`src/rtl/load_store_unit_if.sv`:
```
// Request/response/memory bundle for the load/store unit.
// The slave modport is the unit's view; master is the core-and-memory side.
interface load_store_unit_if #(
  parameter int unsigned ADDR_WIDTH = 32
);
  logic                  req_valid;
  logic                  req_ready;
  logic                  req_write;
  logic [2:0]            funct3;
  logic [31:0]           base;
  logic [31:0]           offset;
  logic [31:0]           store_data;
  logic [4:0]            rd;

  logic                  resp_valid;
  logic                  resp_ready;
  logic [31:0]           resp_data;
  logic [4:0]            resp_rd;
  logic                  resp_fault;

  logic                  mem_wren;
  logic [2:0]            mem_funct3;
  logic [ADDR_WIDTH-1:0] mem_address;
  logic [31:0]           mem_data_in;
  logic [31:0]           mem_data_out;

  modport slave (
    input  req_valid, req_write, funct3, base, offset, store_data, rd,
    input  resp_ready, mem_data_out,
    output req_ready, resp_valid, resp_data, resp_rd, resp_fault,
    output mem_wren, mem_funct3, mem_address, mem_data_in
  );

  modport master (
    output req_valid, req_write, funct3, base, offset, store_data, rd,
    output resp_ready, mem_data_out,
    input  req_ready, resp_valid, resp_data, resp_rd, resp_fault,
    input  mem_wren, mem_funct3, mem_address, mem_data_in
  );
endinterface

```
`src/rtl/load_store_unit.sv`:
```
// Single-outstanding load/store unit: accepts one request, issues one memory
// cycle (or faults locally), and holds the response until it is consumed.
module load_store_unit #(
  parameter int unsigned MEM_LATENCY = 1,
  parameter int unsigned CHECK_ALIGN = 1,
  parameter int unsigned ADDR_WIDTH  = 32
) (
  input logic               clk,
  input logic               reset,
  load_store_unit_if.slave  bus
);
  localparam int unsigned CNT_W = 3;

  typedef enum logic [1:0] {
    S_IDLE,
    S_ACCESS,
    S_WAIT,
    S_RESP
  } state_t;

  state_t           state_q;
  logic [CNT_W-1:0] cnt_q;
  logic             wr_q;
  logic [4:0]       rd_q;

  logic [31:0]      ea_c;
  logic             illegal_c;
  logic             misaligned_c;
  logic             fault_c;

  // Request decode, evaluated against the live inputs at the acceptance edge
  always_comb begin
    ea_c         = bus.base + bus.offset;
    illegal_c    = 1'b0;
    misaligned_c = 1'b0;
    if (bus.req_write) begin
      illegal_c = (bus.funct3 >= 3'b011);
    end else begin
      illegal_c = (bus.funct3 == 3'b011) || (bus.funct3 == 3'b110) ||
                  (bus.funct3 == 3'b111);
    end
    if (bus.funct3[1:0] == 2'b01) begin
      misaligned_c = ea_c[0];
    end else if (bus.funct3 == 3'b010) begin
      misaligned_c = (ea_c[1:0] != 2'b00);
    end
    fault_c = (CHECK_ALIGN != 0) && (illegal_c || misaligned_c);
  end

  // Control FSM with registered handshake, response and memory outputs
  always_ff @(posedge clk) begin
    if (!reset) begin
      state_q         <= S_IDLE;
      cnt_q           <= '0;
      wr_q            <= 1'b0;
      rd_q            <= '0;
      bus.req_ready   <= 1'b1;
      bus.resp_valid  <= 1'b0;
      bus.resp_data   <= '0;
      bus.resp_rd     <= '0;
      bus.resp_fault  <= 1'b0;
      bus.mem_wren    <= 1'b0;
      bus.mem_funct3  <= '0;
      bus.mem_address <= '0;
      bus.mem_data_in <= '0;
    end else begin
      case (state_q)
        S_IDLE: begin
          if (bus.req_valid) begin
            wr_q          <= bus.req_write;
            rd_q          <= bus.rd;
            bus.req_ready <= 1'b0;
            if (fault_c) begin
              state_q        <= S_RESP;
              bus.resp_valid <= 1'b1;
              bus.resp_fault <= 1'b1;
              bus.resp_data  <= '0;
              bus.resp_rd    <= '0;
            end else begin
              // Memory outputs are loaded here so they are live during ACCESS
              state_q         <= S_ACCESS;
              bus.mem_wren    <= bus.req_write;
              bus.mem_funct3  <= bus.funct3;
              bus.mem_address <= ea_c[ADDR_WIDTH-1:0];
              bus.mem_data_in <= bus.store_data;
            end
          end
        end

        S_ACCESS: begin
          bus.mem_wren <= 1'b0;
          if (wr_q) begin
            state_q        <= S_RESP;
            bus.resp_valid <= 1'b1;
            bus.resp_data  <= '0;
            bus.resp_rd    <= '0;
            bus.resp_fault <= 1'b0;
          end else begin
            state_q <= S_WAIT;
            cnt_q   <= CNT_W'(MEM_LATENCY - 1);
          end
        end

        S_WAIT: begin
          if (cnt_q == '0) begin
            state_q        <= S_RESP;
            bus.resp_valid <= 1'b1;
            bus.resp_data  <= bus.mem_data_out;
            bus.resp_rd    <= rd_q;
            bus.resp_fault <= 1'b0;
          end else begin
            cnt_q <= cnt_q - CNT_W'(1);
          end
        end

        S_RESP: begin
          if (bus.resp_ready) begin
            state_q        <= S_IDLE;
            bus.resp_valid <= 1'b0;
            bus.req_ready  <= 1'b1;
          end
        end

        default: begin
          state_q <= S_IDLE;
        end
      endcase
    end
  end
endmodule

```
`src/flat_wrapper.sv`:
```
// flat-port wrapper written by rule: the top's interface ports become plain ports
module load_store_unit_flat 
#(
  parameter int unsigned MEM_LATENCY = 1,
  parameter int unsigned CHECK_ALIGN = 1,
  parameter int unsigned ADDR_WIDTH  = 32
)
  (clk, reset, bus_req_valid, bus_req_write, bus_funct3, bus_base, bus_offset, bus_store_data, bus_rd, bus_resp_ready, bus_mem_data_out, bus_req_ready, bus_resp_valid, bus_resp_data, bus_resp_rd, bus_resp_fault, bus_mem_wren, bus_mem_funct3, bus_mem_address, bus_mem_data_in);
  load_store_unit_if #(.ADDR_WIDTH(ADDR_WIDTH)) bus_i ();
  input logic clk;
  input logic reset;
  input wire logic [$bits(bus_i.req_valid)-1:0] bus_req_valid;
  input wire logic [$bits(bus_i.req_write)-1:0] bus_req_write;
  input wire logic [$bits(bus_i.funct3)-1:0] bus_funct3;
  input wire logic [$bits(bus_i.base)-1:0] bus_base;
  input wire logic [$bits(bus_i.offset)-1:0] bus_offset;
  input wire logic [$bits(bus_i.store_data)-1:0] bus_store_data;
  input wire logic [$bits(bus_i.rd)-1:0] bus_rd;
  input wire logic [$bits(bus_i.resp_ready)-1:0] bus_resp_ready;
  input wire logic [$bits(bus_i.mem_data_out)-1:0] bus_mem_data_out;
  output wire logic [$bits(bus_i.req_ready)-1:0] bus_req_ready;
  output wire logic [$bits(bus_i.resp_valid)-1:0] bus_resp_valid;
  output wire logic [$bits(bus_i.resp_data)-1:0] bus_resp_data;
  output wire logic [$bits(bus_i.resp_rd)-1:0] bus_resp_rd;
  output wire logic [$bits(bus_i.resp_fault)-1:0] bus_resp_fault;
  output wire logic [$bits(bus_i.mem_wren)-1:0] bus_mem_wren;
  output wire logic [$bits(bus_i.mem_funct3)-1:0] bus_mem_funct3;
  output wire logic [$bits(bus_i.mem_address)-1:0] bus_mem_address;
  output wire logic [$bits(bus_i.mem_data_in)-1:0] bus_mem_data_in;
  assign bus_i.req_valid = bus_req_valid;
  assign bus_i.req_write = bus_req_write;
  assign bus_i.funct3 = bus_funct3;
  assign bus_i.base = bus_base;
  assign bus_i.offset = bus_offset;
  assign bus_i.store_data = bus_store_data;
  assign bus_i.rd = bus_rd;
  assign bus_i.resp_ready = bus_resp_ready;
  assign bus_i.mem_data_out = bus_mem_data_out;
  assign bus_req_ready = bus_i.req_ready;
  assign bus_resp_valid = bus_i.resp_valid;
  assign bus_resp_data = bus_i.resp_data;
  assign bus_resp_rd = bus_i.resp_rd;
  assign bus_resp_fault = bus_i.resp_fault;
  assign bus_mem_wren = bus_i.mem_wren;
  assign bus_mem_funct3 = bus_i.mem_funct3;
  assign bus_mem_address = bus_i.mem_address;
  assign bus_mem_data_in = bus_i.mem_data_in;
  load_store_unit #(.MEM_LATENCY(MEM_LATENCY), .CHECK_ALIGN(CHECK_ALIGN), .ADDR_WIDTH(ADDR_WIDTH)) u_core (.clk(clk), .reset(reset), .bus(bus_i));
endmodule
```
`config.mk`:
```
export PLATFORM = sky130hd
export DESIGN_NAME = load_store_unit_flat
export DESIGN_NICKNAME = d
export VERILOG_FILES = /design/src/rtl/load_store_unit_if.sv /design/src/rtl/load_store_unit.sv /design/src/flat_wrapper.sv
export SDC_FILE = /design/constraint.sdc
export NUM_CORES = 1
export LEC_CHECK = 0
export BUFFER_PORTS_ARGS = -buffer_cell sky130_fd_sc_hd__buf_2
export CAP_MARGIN = 30
export CORE_MARGIN = 2
export CORE_UTILIZATION = 45
export CTS_BUF_LIST = sky130_fd_sc_hd__clkbuf_8
export DETAILED_ROUTE_END_ITERATION = 10
export PLACE_DENSITY = 0.71
export SETUP_SLACK_MARGIN = 0.1
export SYNTH_ARGS = -nofsm -noshare
export SYNTH_HDL_FRONTEND = slang
export SYNTH_SLANG_ARGS = --single-unit
```
`constraint.sdc`:
```
create_clock -name clk -period 4.71 [get_ports clk]
set_input_delay 0.2355 -clock clk [delete_from_list [all_inputs] [get_ports clk]]
set_output_delay 0.2355 -clock clk [all_outputs]
set_load 0.1 [all_outputs]
```
# [After elaboration in Yosys (flattened, before gate mapping)]
# Cells that the tools add are included.
[totals] regBits=119 inputBits=141 out_inout_bits=108 word_cells=88
[op_classes] n_addsub=2 n_lt_le_gt_ge=1 eq_ne=16 n_mux=37 bitwise=1 reduce_logical=18
[op_table] cell="32-bit two-way mux" n=4
[op_table] cell="32-bit case mux with 3 select lines" n=1
[op_table] cell="32-bit adder" n=1
[op_table] cell="5-bit two-way mux" n=4
[op_table] cell="1-bit two-way mux" n=15
[op_table] cell="5-bit case mux with 3 select lines" n=1
[op_table] cell="3-bit AND reduction" n=5
[op_table] cell="2-bit != test, second input constant" n=5
[op_table] cell="5-bit AND reduction" n=2
[op_table] cell="2-bit two-way mux" n=4
[op_table] cell="2-bit case mux with 4 select lines" n=1
[op_table] cell="2-bit nonzero test" n=4
[op_table] cell="3-bit by 2-bit equality test with 1-bit output, second input constant" n=2
[op_table] cell="3-bit equality test, second input constant" n=2
[op_table] cell="3-bit two-way mux" n=2
[op_table] cell="2-bit by 1-bit != test with 1-bit output, second input constant" n=3
[op_table] cell="3-bit case mux with 2 select lines" n=1
[op_table] cell="2-bit by 1-bit equality test with 1-bit output, second input constant" n=2
[op_table] cell="2-bit equality test, second input constant" n=2
[op_table] cell="1-bit case mux with 2 select lines" n=2
[op_table] cell="1-bit case mux with 4 select lines" n=1
[op_table] cell="3-bit by 2-bit >= comparator with 1-bit output, second input constant" n=1
[op_table] cell="3-bit zero test" n=1
[op_table] cell="1-bit logical OR" n=3
[op_table] cell="6 further kinds" n=6

# [Logic depth before layout (Yosys ltp)]
# Gate-level depths: netlist (run 1).
[logic_depth] ltp_word=8 depth_mapped=12 depth_no_buf=10

# [Worst setup path before layout (run 1)]
# No wires, ideal clock.
[synth_path] path_type="input to register" startpoint="input bus_offset[0]" endpoint="register u_core.bus.resp_data[29]" setup_ns=0.132 arrival_time_ns=2.178 required_ns=4.578 slack_ns=2.399 path_stages=12 n_path_buf=2 cell_sequence="ha_1 > inv_1 > fa_1 > nor4b_1 > a21o_1 > nand2_1 > o21ai_1 > or3_1 > buf_2 > buf_2 > nand2_1 > a21oi_1"
[synth_between] elab_chain_len=7
[synth_rtl] element="start, declared" line_no="flat_wrapper.sv:16" text="input wire logic [$bits(bus_i.offset)-1:0] bus_offset;"
[synth_rtl] element="32-bit adder *" line_no="load_store_unit.sv:33" text="ea_c = bus.base + bus.offset;"
[synth_rtl] element="2-bit nonzero test" line_no="load_store_unit.sv:45" text="misaligned_c = (ea_c[1:0] != 2'b00);"
[synth_rtl] element="1-bit two-way mux" line_no="load_store_unit.sv:44" text="end else if (bus.funct3 == 3'b010) begin"
[synth_rtl] element="1-bit two-way mux *" line_no="load_store_unit.sv:42" text="if (bus.funct3[1:0] == 2'b01) begin"
[synth_rtl] element="1-bit logical OR *" line_no="load_store_unit.sv:47" text="fault_c = (CHECK_ALIGN != 0) && (illegal_c || misaligned_c);"
[synth_rtl] element="2-bit by 1-bit != test with 1-bit output (no line) *"
[synth_rtl] element="5-bit AND reduction (no line) *"
[synth_rtl] element="end signal, assigned" line_no="load_store_unit.sv:108" text="bus.resp_data <= bus.mem_data_out;"
[synth_rtl] element="end, declared" line_no="load_store_unit_if.sv:30" text="output req_ready, resp_valid, resp_data, resp_rd, resp_fault,"
# Every way passes the cells marked *; elsewhere a longest branch is shown, timed or not.
# A chain may end at the register's enable or synchronous reset.

# [Final worst setup path (run 1)]
[layout_path] startpoint="input bus_offset[0]" endpoint="register u_core.bus.mem_address[29]"
[layout_between] elab_chain_len=7
[layout_rtl] element="32-bit adder *" line_no="load_store_unit.sv:33"
[layout_rtl] element="2-bit nonzero test" line_no="load_store_unit.sv:45"
[layout_rtl] element="1-bit two-way mux" line_no="load_store_unit.sv:44"
[layout_rtl] element="1-bit two-way mux" line_no="load_store_unit.sv:42"
[layout_rtl] element="1-bit logical OR" line_no="load_store_unit.sv:47"
[layout_rtl] element="1-bit NOT (no line)"
[layout_rtl] element="3-bit AND reduction (no line)"
[layout_rtl] element="end signal, assigned" line_no="load_store_unit.sv:84" text="bus.mem_address <= ea_c[ADDR_WIDTH-1:0];"
[layout_rtl] element="end, declared" line_no="load_store_unit_if.sv:31" text="output mem_wren, mem_funct3, mem_address, mem_data_in"
# Marks and branches as above.

==> results of run 1 <==
## routing by layer
metal / part of all wire / GRT usage
met1: 0.43 / 0.291
met2: 0.47 / 0.394
met3: 0.071 / 0.0583
met4: 0.023 / 0.0930
met5: 0 / 0
## flip-flops by register name (all words and copies together), names as in the netlist, 2 cells and up
name and cells:
u_core.bus.mem_address 32, u_core.bus.mem_data_in 32, u_core.bus.mem_funct3 3, u_core.bus.resp_data 32, u_core.bus.resp_rd 5, u_core.cnt_q 3, u_core.rd_q 5, u_core.state_q 2
## synth_stat cells (all sizes together), types with 3 or more instances
cell type,number
o221ai,3
a21oi,130
buf,12
nand2b,5
inv,20
o21ai,40
o31ai,7
nor3,13
nand2,174
o211ai,6
o21a,6
nand3,56
a211oi,8
xnor2,15
a21o,8
xor2,6
ha,38
or3,5
nor2,27
and3,3
clkbuf,34
and2,7
nand4,5
dfxtp,119
o21bai,6
mux2i,3
a31oi,3
## report_power, final
group          internal, W  switching, W  total, W
Sequential         0.00113     0.0000660   0.00120
Clock             0.000578      0.000442   0.00102
Combinational     0.000401       0.00143   0.00183
Total              0.00211       0.00194   0.00404
## worst register-to-register path: stages (launching register included)
cell	delay, ps
sky130_fd_sc_hd__dfxtp_1	340
sky130_fd_sc_hd__inv_1	130
sky130_fd_sc_hd__ha_1	280
sky130_fd_sc_hd__nand2_1	290
sky130_fd_sc_hd__nor2_4	530
sky130_fd_sc_hd__nand2_1	560
sky130_fd_sc_hd__a21oi_1	280
sky130_fd_sc_hd__a22o_1	140
## what timing repair did
action	in CTS	in global routing
endpoints found under the setup margin	0	0
hold buffers	14	0
endpoints found under the hold margin	14	0
setup buffers	0	0
## worst max path at each step
stage                     slack [ps]                                      end          start
after CTS                       2050  u_core.bus.mem_address[29]$_SDFFE_PN0P_  bus_offset[0]
final                           2040  u_core.bus.mem_address[29]$_SDFFE_PN0P_  bus_offset[0]
after global placement          1600  u_core.bus.mem_address[29]$_SDFFE_PN0P_  bus_offset[0]
after detailed placement        1580  u_core.bus.mem_address[29]$_SDFFE_PN0P_  bus_offset[0]
after global routing            1770  u_core.bus.mem_address[29]$_SDFFE_PN0P_  bus_offset[0]
after floorplan                 2400    u_core.bus.resp_data[29]$_SDFFE_PN0P_  bus_offset[0]
## metrics by stage
stage | utilization | hold slack, ps | setup WS [ps]
2_1_floorplan | - | 371 | 2400
3_3_place_gp | 0.563 | 432 | 1600
3_5_place_dp | 0.565 | 435 | 1580
4_1_cts | 0.608 | 1.09 | 2050
5_1_grt | 0.608 | 11.2 | 1770
6_report | 0.608 | 27.2 | 2040
## area by class of cell
type | count | area [um^2]
fillers | 1237 | 5210
multi-input cells | 601 | 3520
flip-flops and latches | 119 | 2380
repair buffers | 269 | 1450
clock buffers | 17 | 234
well taps | 176 | 220
clock inverters | 15 | 200
inverters | 20 | 76.3
## cell families (layout without fill, tap and decap cells)
group / count (synthesis) / count (layout) / synth area share
adder cells (fa/ha/maj): 39 / 39 / 0.0806
XOR/XNOR: 21 / 21 / 0.0299
AND/OR/NAND/NOR: 303 / 303 / 0.219
flip-flops: 119 / 119 / 0.387
multiplexers: 3 / 3 / 0.00488
AO/OA/AOI/OAI: 235 / 235 / 0.236
buffers and inverters: 66 / 321 / 0.0425
==> impl_summary.txt, run 1 <==
----------------------------------------------------
[Clocking]
  CTS sink cnt ... 119
  Number of CTS-inserted buffers ... 17
  Clock tree from TritonCTS ... done
  Clock-pin slew on the worst setup and hold paths ... 80 ps
  Depth of the CTS H-tree ... 4
  Worst-Skew Late Latency ... 450 ps
  Post-cts gate resize count ... 0
  Clock Root Buffer ... sky130_fd_sc_hd__clkbuf_8
  Max Root-Sink Buffers ... 2

[Die]
  Standard cell core area ... 13,300 um^2
  Standard-cell row count ... 42
  Area enclosed by the die boundary ... 14,600 um^2
  Die height ... 121 um
  Chip Width ... 121 um
  Count of pins on the block boundary ... 249
  Starting utilization of the core area ... 0.462

[Global routing]
  Global-route wire length before repair ... 27.9 mm
  Total gr overflow ... 0
  Overall Global Routing Usage ... 0.236
  Via count of the first global-routing pass ... 5,952
  Largest net degree at the start of global routing ... 88
  Antenna violations before repair ... 0

[Synthesis]
  Yosys top cell area share ... 0.387
  Sequential share of the synthesized area ... 0.387
  Dominant register cell in the synthesized netlist ... sky130_fd_sc_hd__dfxtp_1
  Cell type with the highest aggregate area in the netlist ... sky130_fd_sc_hd__dfxtp_1
  Number of distinct library cells after synthesis ... 62
  Ys async rst share ... 0
  Total of flip-flops plus latches after synthesis ... 119
  Synthesized cell area ... 6150 um^2
  Post-synth EDFFs ... 0
  Net Count, Synth ... 966
  Count of warnings emitted by yosys ... 0
  Gate count of the mapped netlist ... 786
  Average cell area after synthesis ... 7.82 um^2
  Leading cell types by total area after synthesis ... sky130_fd_sc_hd__dfxtp_1 (39%), sky130_fd_sc_hd__nand2_1 (11%), sky130_fd_sc_hd__a21oi_1 (10%)

[Final layout]
  Final cell area excluding filler cells ... 8090 um^2
  Most frequent cells in the layout ... sky130_fd_sc_hd__buf_2 (248), sky130_fd_sc_hd__nand2_1 (173), sky130_fd_sc_hd__a21oi_1 (128), sky130_fd_sc_hd__dfxtp_1 (119), sky130_fd_sc_hd__nand3_1 (56)
  Layout Cells excl Fill ... 1,217
  Final layout net count ... 1,208
  Ratio of cells with drive above 1 in the final layout ... 0.294
  Post-synthesis to final-layout area growth ... 31.5%
  Number of antenna diodes ... 0
  Leading cell type in the layout, fill and taps excluded ... sky130_fd_sc_hd__buf_2

[Power and ir drop]
  Worst voltage drop across the vdd grid ... 0.308 mV
  Pwr Total ... 0.00405 W
  Leakage component of the power ... 3.64 nW
  Areal power density over the cells ... 500 nW/um^2

[Routing]
  DRC violation count after routing ... 0
  First-pass detailed-route iteration total ... 5
  Remaining number of nets flagged by the antenna check after routing ... 0
  Number of vias in the routed layout ... 6,472
  Via count normalized by instance count ... 5.32
  Detailed Route Iter0 Violations ... 295
  Routed WL ... 17.8 mm
  WL per Instance ... 14.6 um

[Setup path]
  Worst-case register-to-register setup slack ... 2100 ps
  Crit path max-delay family ... simple AND/OR/NAND/NOR gates
  Reg2Reg Capture Point ... u_core.bus.mem_address[29]$_SDFFE_PN0P_
  Most repeated library cell on the critical path ... sky130_fd_sc_hd__a21oi_1
  Data required, critical path ... 5100 ps
  Cell at the slowest stage of the critical path ... sky130_fd_sc_hd__nand2_1
  WP depth ... 10
  CP Cell Sequence ... buf_2 -> ha_1 -> inv_1 -> fa_1 -> nor4b_1 -> a21oi_1 -> nor2_4 -> nand2_1 -> a21oi_1 -> a22o_1
  Slowest Stage Delay on Critical Path ... 560 ps
  Worst reg2reg startpoint ... u_core.state_q[0]$_SDFFE_PN0P_
  Critical setup path kind ... input pin to flop
  Top fanout value on the critical path ... 23
  Category of the worst setup path capture point ... flop
  Logic depth of the worst register-to-register path ... 7
  Startpoint type of the worst setup path ... input pin
  Combined buffer and inverter count along the critical path ... 2
  Critical path data arrival time ... 3060 ps

[Flow run]
  Maxcap violations ... 0

[Timing]
  Hold Fails Final Rpt ... 0
  Max-slew headroom ... 0.374
  Setup Total Neg Slack ... 0 ps
  Max Clock Freq ... 375 MHz
  Portion of the clock cycle consumed by the worst path in the final layout ... 0.566
  Count of pins over their slew limit ... 0
  Minimum period implied by the final worst setup slack ... 2670 ps
  Layout Skew ... 6.02 ps
  Worst Max-Slew Pin Slew ... 935 ps
  Number of endpoints failing setup at the final stage ... 0
  Setup repair after global routing missed its margin ... no

[Min path]
  End of the worst hold path ... u_core.bus.mem_data_in[22]$_SDFFE_PN0P_
  Hold Path Depth ... 3
  Class of the tightest hold or removal check ... input pin to flop
  Hold Path Origin ... bus_store_data[22]

[Run status]
  Status ... completed

[Placement]
  Instance count after placement with tap cells included ... 1,171
  Post-DP Area ... 7510 um^2
  Final estimated routing congestion in global placement ... 0.814
  Final HPWL DP ... 12.9 mm
  Buffers added on ports ... 248

----------------------------------------------------
(Power assumes the default switching activity.)
==> run 2, diff against run 1 <==
--- a/config.mk
+++ b/config.mk
@@ -11,7 +11,7 @@
 export CORE_UTILIZATION = 45
 export CTS_BUF_LIST = sky130_fd_sc_hd__clkbuf_8
 export DETAILED_ROUTE_END_ITERATION = 10
-export PLACE_DENSITY = 0.71
+export PLACE_DENSITY = 0.74
 export SETUP_SLACK_MARGIN = 0.1
 export SYNTH_ARGS = -nofsm -noshare
 export SYNTH_HDL_FRONTEND = slang
==> constraint.sdc (replaced) <==
create_clock -name clk -period 2.3 [get_ports clk]
set_input_delay 0.115 -clock clk [delete_from_list [all_inputs] [get_ports clk]]
set_output_delay 0.115 -clock clk [all_outputs]
set_load 0.1 [all_outputs]
==> impl_summary.txt, run 2 (synthesized netlist as in run 1, its figures left out) <==
----------------------------------------------------
[Final layout]
  Number of antenna diodes ... 0
  Post-synthesis to final-layout area growth ... 44.3%
  Final layout net count ... 1,294
  Registers with the highest flip-flop counts ... u_core.bus.mem_address x32, u_core.bus.mem_data_in x32, u_core.bus.resp_data x32
  Leading cell type in the layout, fill and taps excluded ... sky130_fd_sc_hd__buf_2
  Ratio of cells with drive above 1 in the final layout ... 0.295
  Most frequent cells in the layout ... sky130_fd_sc_hd__buf_2 (248), sky130_fd_sc_hd__nand2_1 (173), sky130_fd_sc_hd__a21oi_1 (128), sky130_fd_sc_hd__dfxtp_1 (119), sky130_fd_sc_hd__dlygate4sd3_1 (74)
  Final cell area excluding filler cells ... 8870 um^2

[Setup path]
  Critical setup path kind ... input pin to flop
  Category of the worst setup path capture point ... flop
  Slowest Stage Delay on Critical Path ... 510 ps
  Worst-case register-to-register setup slack ... 330 ps
  Crit path max-delay family ... adder cells
  Combined buffer and inverter count along the critical path ... 3
  Most repeated library cell on the critical path ... sky130_fd_sc_hd__nand2_1
  Logic depth of the worst register-to-register path ... 8
  Worst reg2reg startpoint ... u_core.state_q[0]$_SDFFE_PN0P_
  Critical path data arrival time ... 2360 ps
  Startpoint type of the worst setup path ... input pin
  Data required, critical path ... 2660 ps
  CP Cell Sequence ... buf_2 -> ha_1 -> inv_1 -> fa_1 -> nor4b_1 -> a21o_1 -> nand2_1 -> o21ai_1 -> or3_1 -> buf_4 -> nand2_1 -> a21oi_1
  Reg2Reg Capture Point ... u_core.bus.mem_data_in[22]$_SDFFE_PN0P_
  Cell at the slowest stage of the critical path ... sky130_fd_sc_hd__fa_1
  Top fanout value on the critical path ... 22

[Global routing]
  Via count of the first global-routing pass ... 6,556
  Overall Global Routing Usage ... 0.259
  Largest net degree at the start of global routing ... 43
  Global-route wire length before repair ... 30.6 mm
  Antenna violations before repair ... 0
  Total gr overflow ... 0

[Routing]
  Detailed Route Iter0 Violations ... 487
  WL per Instance ... 14.8 um
  Remaining number of nets flagged by the antenna check after routing ... 0
  Via count normalized by instance count ... 5.32
  Number of vias in the routed layout ... 6,930
  First-pass detailed-route iteration total ... 6
  DRC violation count after routing ... 0
  Routed WL ... 19.3 mm

[Die]
  Chip Width ... 121 um
  Standard cell core area ... 13,300 um^2
  Starting utilization of the core area ... 0.462
  Die height ... 121 um
  Count of pins on the block boundary ... 249
  Standard-cell row count ... 42
  Area enclosed by the die boundary ... 14,600 um^2

[Timing]
  Hold Fails Final Rpt ... 0
  Count of pins over their slew limit ... 0
  Worst Max-Slew Pin Slew ... 518 ps
  Worst setup slack after layout ... 302 ps
  Setup repair after global routing missed its margin ... no
  Max-slew headroom ... 0.657
  Number of endpoints failing setup at the final stage ... 0
  Setup Total Neg Slack ... 0 ps
  Layout Skew ... 11.1 ps
  Portion of the clock cycle consumed by the worst path in the final layout ... 0.869
  Minimum period implied by the final worst setup slack ... 2000 ps
  Max Clock Freq ... 501 MHz

[Flow run]
  Maxcap violations ... 0

[Min path]
  Hold Path Depth ... 2
  End of the worst hold path ... u_core.bus.req_ready$_SDFFE_PN1P_
  Hold Path Origin ... reset
  Class of the tightest hold or removal check ... input pin to flop

[Power and ir drop]
  Leakage component of the power ... 4.00 nW
  Areal power density over the cells ... 933 nW/um^2
  Worst voltage drop across the vdd grid ... 0.448 mV
  Pwr Total ... 0.00828 W

[Clocking]
  Number of CTS-inserted buffers ... 17
  Clock tree from TritonCTS ... done
  Depth of the CTS H-tree ... 4
  Clock-pin slew on the worst setup and hold paths ... 80 ps
  Post-cts gate resize count ... 0
  CTS sink cnt ... 119
  Max Root-Sink Buffers ... 2
  Worst-Skew Late Latency ... 430 ps
  Clock Root Buffer ... sky130_fd_sc_hd__clkbuf_8

[Placement]
  Placement-stage worst setup slack ... -83.3 ps
  Buffers added on ports ... 248
  Post-DP Area ... 7750 um^2
  Final HPWL DP ... 13.2 mm
  Final estimated routing congestion in global placement ... 0.874

[Run status]
  Status ... completed

----------------------------------------------------
[run 2: cell types whose count changed in the layout (fill, tap and decap cells not counted), sizes merged]
cell / change
clkinvlp: +1
dlygate4sd3: +60
bufinv: -3
clkinv: -1
inv: +3
buf: +26
[run 2: how the worst max path moves through the flow]
stage / start / to / slack, ps / depth (start not counted)
2_1_floorplan: bus_offset[0] / u_core.bus.resp_data[29]$_SDFFE_PN0P_ / 110 / 12
3_3_place_gp: bus_offset[0] / u_core.bus.resp_data[31]$_SDFFE_PN0P_ / -20 / 12
3_5_place_dp: bus_offset[0] / u_core.bus.mem_data_in[18]$_SDFFE_PN0P_ / -80 / 11
4_1_cts: u_core.state_q[0]$_SDFFE_PN0P_ / u_core.bus.mem_data_in[18]$_SDFFE_PN0P_ / 340 / 8
5_1_grt: u_core.state_q[0]$_SDFFE_PN0P_ / u_core.bus.mem_data_in[20]$_SDFFE_PN0P_ / 170 / 8
6_report: bus_offset[0] / u_core.bus.resp_data[10]$_SDFFE_PN0P_ / 300 / 12
[run 2: area by class of cell]
class                   instances  area [um^2]
inverters                      20         76.3
clock buffers                  17          234
multi-input cells             601         3520
flip-flops and latches        119         2380
clock inverters                15          145
well taps                     176          220
repair buffers                355         2290
fillers                      1084         4430
[run 2: power by group]
| part | switching (W) | total, W | leakage (nW) | internal, W |
|---|---|---|---|---|
| Clock | 0.000940 | 0.00182 | 0.189 | 0.000876 |
| Combinational | 0.00299 | 0.00400 | 2.85 | 0.00101 |
| Sequential | 0.000147 | 0.00246 | 0.966 | 0.00231 |
[run 2: per-layer routing]
metal  track usage  vias up  routed length (um)
met4         0.114        0                 578
li1              -     3420                   -
met3        0.0639       49                1390
met1         0.312     3169                8110
met5             0        -                   0
met2         0.438      292                9260
[run 2: repair_timing]
action                                 in CTS  in global routing
setup buffers                               0                  0
hold buffers                               74                  0
endpoints found under the hold margin      75                  0
[run 2: stage by stage]
step | utilization | cells | hold WS, ps
CTS | 0.667 | 1303 | 17.4
global route | 0.667 | 1303 | 71.5
finish | 0.667 | 1303 | 56.4
global placement | 0.583 | 1197 | 355
detailed placement | 0.583 | 1197 | 361
floorplan | - | 786 | 251
==> run 3, diff against run 2 <==
--- a/config.mk
+++ b/config.mk
@@ -7,12 +7,12 @@
 export LEC_CHECK = 0
 export BUFFER_PORTS_ARGS = -buffer_cell sky130_fd_sc_hd__buf_2
 export CAP_MARGIN = 30
-export CORE_MARGIN = 2
 export CORE_UTILIZATION = 45
 export CTS_BUF_LIST = sky130_fd_sc_hd__clkbuf_8
 export DETAILED_ROUTE_END_ITERATION = 10
 export PLACE_DENSITY = 0.74
 export SETUP_SLACK_MARGIN = 0.1
+export SLEW_MARGIN = 0
 export SYNTH_ARGS = -nofsm -noshare
 export SYNTH_HDL_FRONTEND = slang
 export SYNTH_SLANG_ARGS = --single-unit
==> impl_summary.txt, run 3 (synthesized netlist as in run 1, its figures left out) <==
----------------------------------------------------
[Final layout]
  Final layout net count ... 1,292
  Most frequent cells in the layout ... sky130_fd_sc_hd__buf_2 (248), sky130_fd_sc_hd__nand2_1 (173), sky130_fd_sc_hd__a21oi_1 (128), sky130_fd_sc_hd__dfxtp_1 (119), sky130_fd_sc_hd__dlygate4sd3_1 (74)
  Post-synthesis to final-layout area growth ... 45.0%
  Ratio of cells with drive above 1 in the final layout ... 0.292
  Leading cell type in the layout, fill and taps excluded ... sky130_fd_sc_hd__buf_2
  Number of antenna diodes ... 0
  Layout Cells excl Fill ... 1,301
  Registers with the highest flip-flop counts ... u_core.bus.mem_address x32, u_core.bus.mem_data_in x32, u_core.bus.resp_data x32

[Die]
  Die height ... 119 um
  Starting utilization of the core area ... 0.462
  Area enclosed by the die boundary ... 14,100 um^2
  Standard-cell row count ... 42
  Chip Width ... 119 um
  Count of pins on the block boundary ... 249
  Standard cell core area ... 13,300 um^2

[Power and ir drop]
  Clock network fraction of design power ... 0.237
  Pwr Total ... 0.00857 W
  Leakage component of the power ... 4.02 nW
  Areal power density over the cells ... 961 nW/um^2
  Internal Power ... 0.00453 W
  Power spent charging and discharging nets ... 0.00404 W
  Net Sw Frac ... 0.472
  Relative contribution of combinational cells to total power ... 0.476
  Share of total power in sequential cells ... 0.288
  Worst voltage drop across the vdd grid ... 0.680 mV

[Setup path]
  Data required, critical path ... 2610 ps
  Worst-case register-to-register setup slack ... 330 ps
  Startpoint type of the worst setup path ... input pin
  Critical setup path kind ... input pin to flop
  Top fanout value on the critical path ... 9
  Critical path data arrival time ... 2370 ps
  Reg2Reg Capture Point ... u_core.bus.mem_address[3]$_SDFFE_PN0P_
  Critical path endpoint ... u_core.bus.resp_data[9]$_SDFFE_PN0P_
  Logic depth of the worst register-to-register path ... 8
  Category of the worst setup path capture point ... flop
  Worst reg2reg startpoint ... u_core.state_q[0]$_SDFFE_PN0P_
  Critical path launch point ... bus_offset[0]

[Routing]
  WL per Instance ... 15.1 um
  Via count normalized by instance count ... 5.38
  Remaining number of nets flagged by the antenna check after routing ... 0
  First-pass detailed-route iteration total ... 5
  Detailed Route Iter0 Violations ... 475
  Routed WL ... 19.6 mm
  DRC violation count after routing ... 0
  Number of vias in the routed layout ... 7,003

[Timing]
  Minimum period implied by the final worst setup slack ... 2060 ps
  Setup Total Neg Slack ... 0 ps
  Setup repair after global routing missed its margin ... no
  Max Clock Freq ... 486 MHz
  Final hold slack ... 57.1 ps
  Layout Skew ... 14.4 ps
  Count of pins over their slew limit ... 0
  Number of endpoints failing setup at the final stage ... 0
  Portion of the clock cycle consumed by the worst path in the final layout ... 0.895
  Max-slew headroom ... 0.660
  Worst Max-Slew Pin Slew ... 514 ps
  Hold Fails Final Rpt ... 0

[Flow run]
  Maxcap violations ... 0

[Global routing]
  Overall Global Routing Usage ... 0.278
  Total gr overflow ... 0
  Via count of the first global-routing pass ... 6,675
  Largest net degree at the start of global routing ... 68
  Antenna violations before repair ... 0
  Global-route wire length before repair ... 31.7 mm

[Clocking]
  Depth of the CTS H-tree ... 4
  Worst-Skew Late Latency ... 440 ps
  Clock tree from TritonCTS ... done
  Number of CTS-inserted buffers ... 17
  Max Root-Sink Buffers ... 2
  CTS sink cnt ... 119
  Clock Root Buffer ... sky130_fd_sc_hd__clkbuf_8
  Clock-pin slew on the worst setup and hold paths ... 70 ps

[Placement]
  Buffers added on ports ... 248
  Instance count after placement with tap cells included ... 1,195
  Final estimated routing congestion in global placement ... 0.867
  Final HPWL DP ... 13.3 mm

[Run status]
  Status ... completed

[Min path]
  Class of the tightest hold or removal check ... input pin to flop

----------------------------------------------------
-- run 3: changes by cell type in the layout (fill, tap and decap cells not counted), moves of 2 or more --
cell                        previous run  this run
sky130_fd_sc_hd__inv_6                 4         0
sky130_fd_sc_hd__buf_4                28        25
sky130_fd_sc_hd__clkbuf_8             17        20
sky130_fd_sc_hd__bufinv_16             1         3
sky130_fd_sc_hd__inv_1                19        21
-- run 3: how the worst min path moves through the flow --
stage                     slack [ps]                from  depth (start not counted)                                 endpoint
after floorplan                  250           bus_rd[0]                          2              u_core.rd_q[0]$_SDFFE_PN0P_
after global placement           360  bus_store_data[21]                          3  u_core.bus.mem_data_in[21]$_SDFFE_PN0P_
after detailed placement         360  bus_store_data[27]                          3  u_core.bus.mem_data_in[27]$_SDFFE_PN0P_
after CTS                         30               reset                          2        u_core.bus.req_ready$_SDFFE_PN1P_
after global routing              50               reset                          2        u_core.bus.req_ready$_SDFFE_PN1P_
final                             60               reset                          2        u_core.bus.req_ready$_SDFFE_PN1P_
-- run 3: critical path, stage by stage --
cell,delay [ps]
sky130_fd_sc_hd__buf_2,110
sky130_fd_sc_hd__ha_1,220
sky130_fd_sc_hd__inv_1,70
sky130_fd_sc_hd__fa_1,430
sky130_fd_sc_hd__nor4b_1,160
sky130_fd_sc_hd__buf_4,130
sky130_fd_sc_hd__a21o_1,170
sky130_fd_sc_hd__nand2_1,70
sky130_fd_sc_hd__o21ai_1,100
sky130_fd_sc_hd__or3_1,420
sky130_fd_sc_hd__buf_4,200
sky130_fd_sc_hd__nand2_1,100
sky130_fd_sc_hd__a21oi_1,80
-- run 3: what timing repair did --
action	4_1_cts	5_1_grt
endpoints found under the hold margin	75	0
setup buffers	0	0
hold buffers	74	0
endpoints found under the setup margin	0	2
resized for setup	0	1
-- run 3: through the flow --
stage           util  worst slack [ps]  instance area (um^2)
2_1_floorplan      -               110                  6150
3_3_place_gp   0.583              -110                  7750
3_5_place_dp   0.583              -170                  7750
4_1_cts        0.671               237                  8920
5_1_grt        0.671               123                  8920
6_report       0.671               242                  8920
-- run 3: final cells by class --
| cell class | instances | area (um^2) |
|---|---|---|
| Clock buffer | 20 | 275 |
| Tap cell | 176 | 220 |
| Timing Repair Buffer | 353 | 2290 |
| Clock inverter | 12 | 153 |
| Inverter | 20 | 76.3 |
| Fill cell | 1114 | 4380 |
| Sequential cell | 119 | 2380 |
| Multi-Input combinational cell | 601 | 3520 |
-- run 3: power by group through the flow --
stage | clock [W] | sequential (W) | combinational [W]
2_1_floorplan | 0 | 0.00400 | 0.00148
3_3_place_gp | 0 | 0.00250 | 0.00390
3_5_place_dp | 0 | 0.00250 | 0.00393
4_1_cts | 0.00207 | 0.00246 | 0.00404
5_1_grt | 0.00217 | 0.00249 | 0.00432
6_report | 0.00203 | 0.00246 | 0.00408
-- run 3: metal layers --
| metal | global-route usage | vias up | share of wire |
|---|---|---|---|
| met3 | 0.0685 | 73 | 0.063 |
| met1 | 0.327 | 3212 | 0.42 |
| li1 | - | 3410 | - |
| met5 | 0 | - | 0 |
| met2 | 0.467 | 308 | 0.48 |
| met4 | 0.150 | 0 | 0.040 |
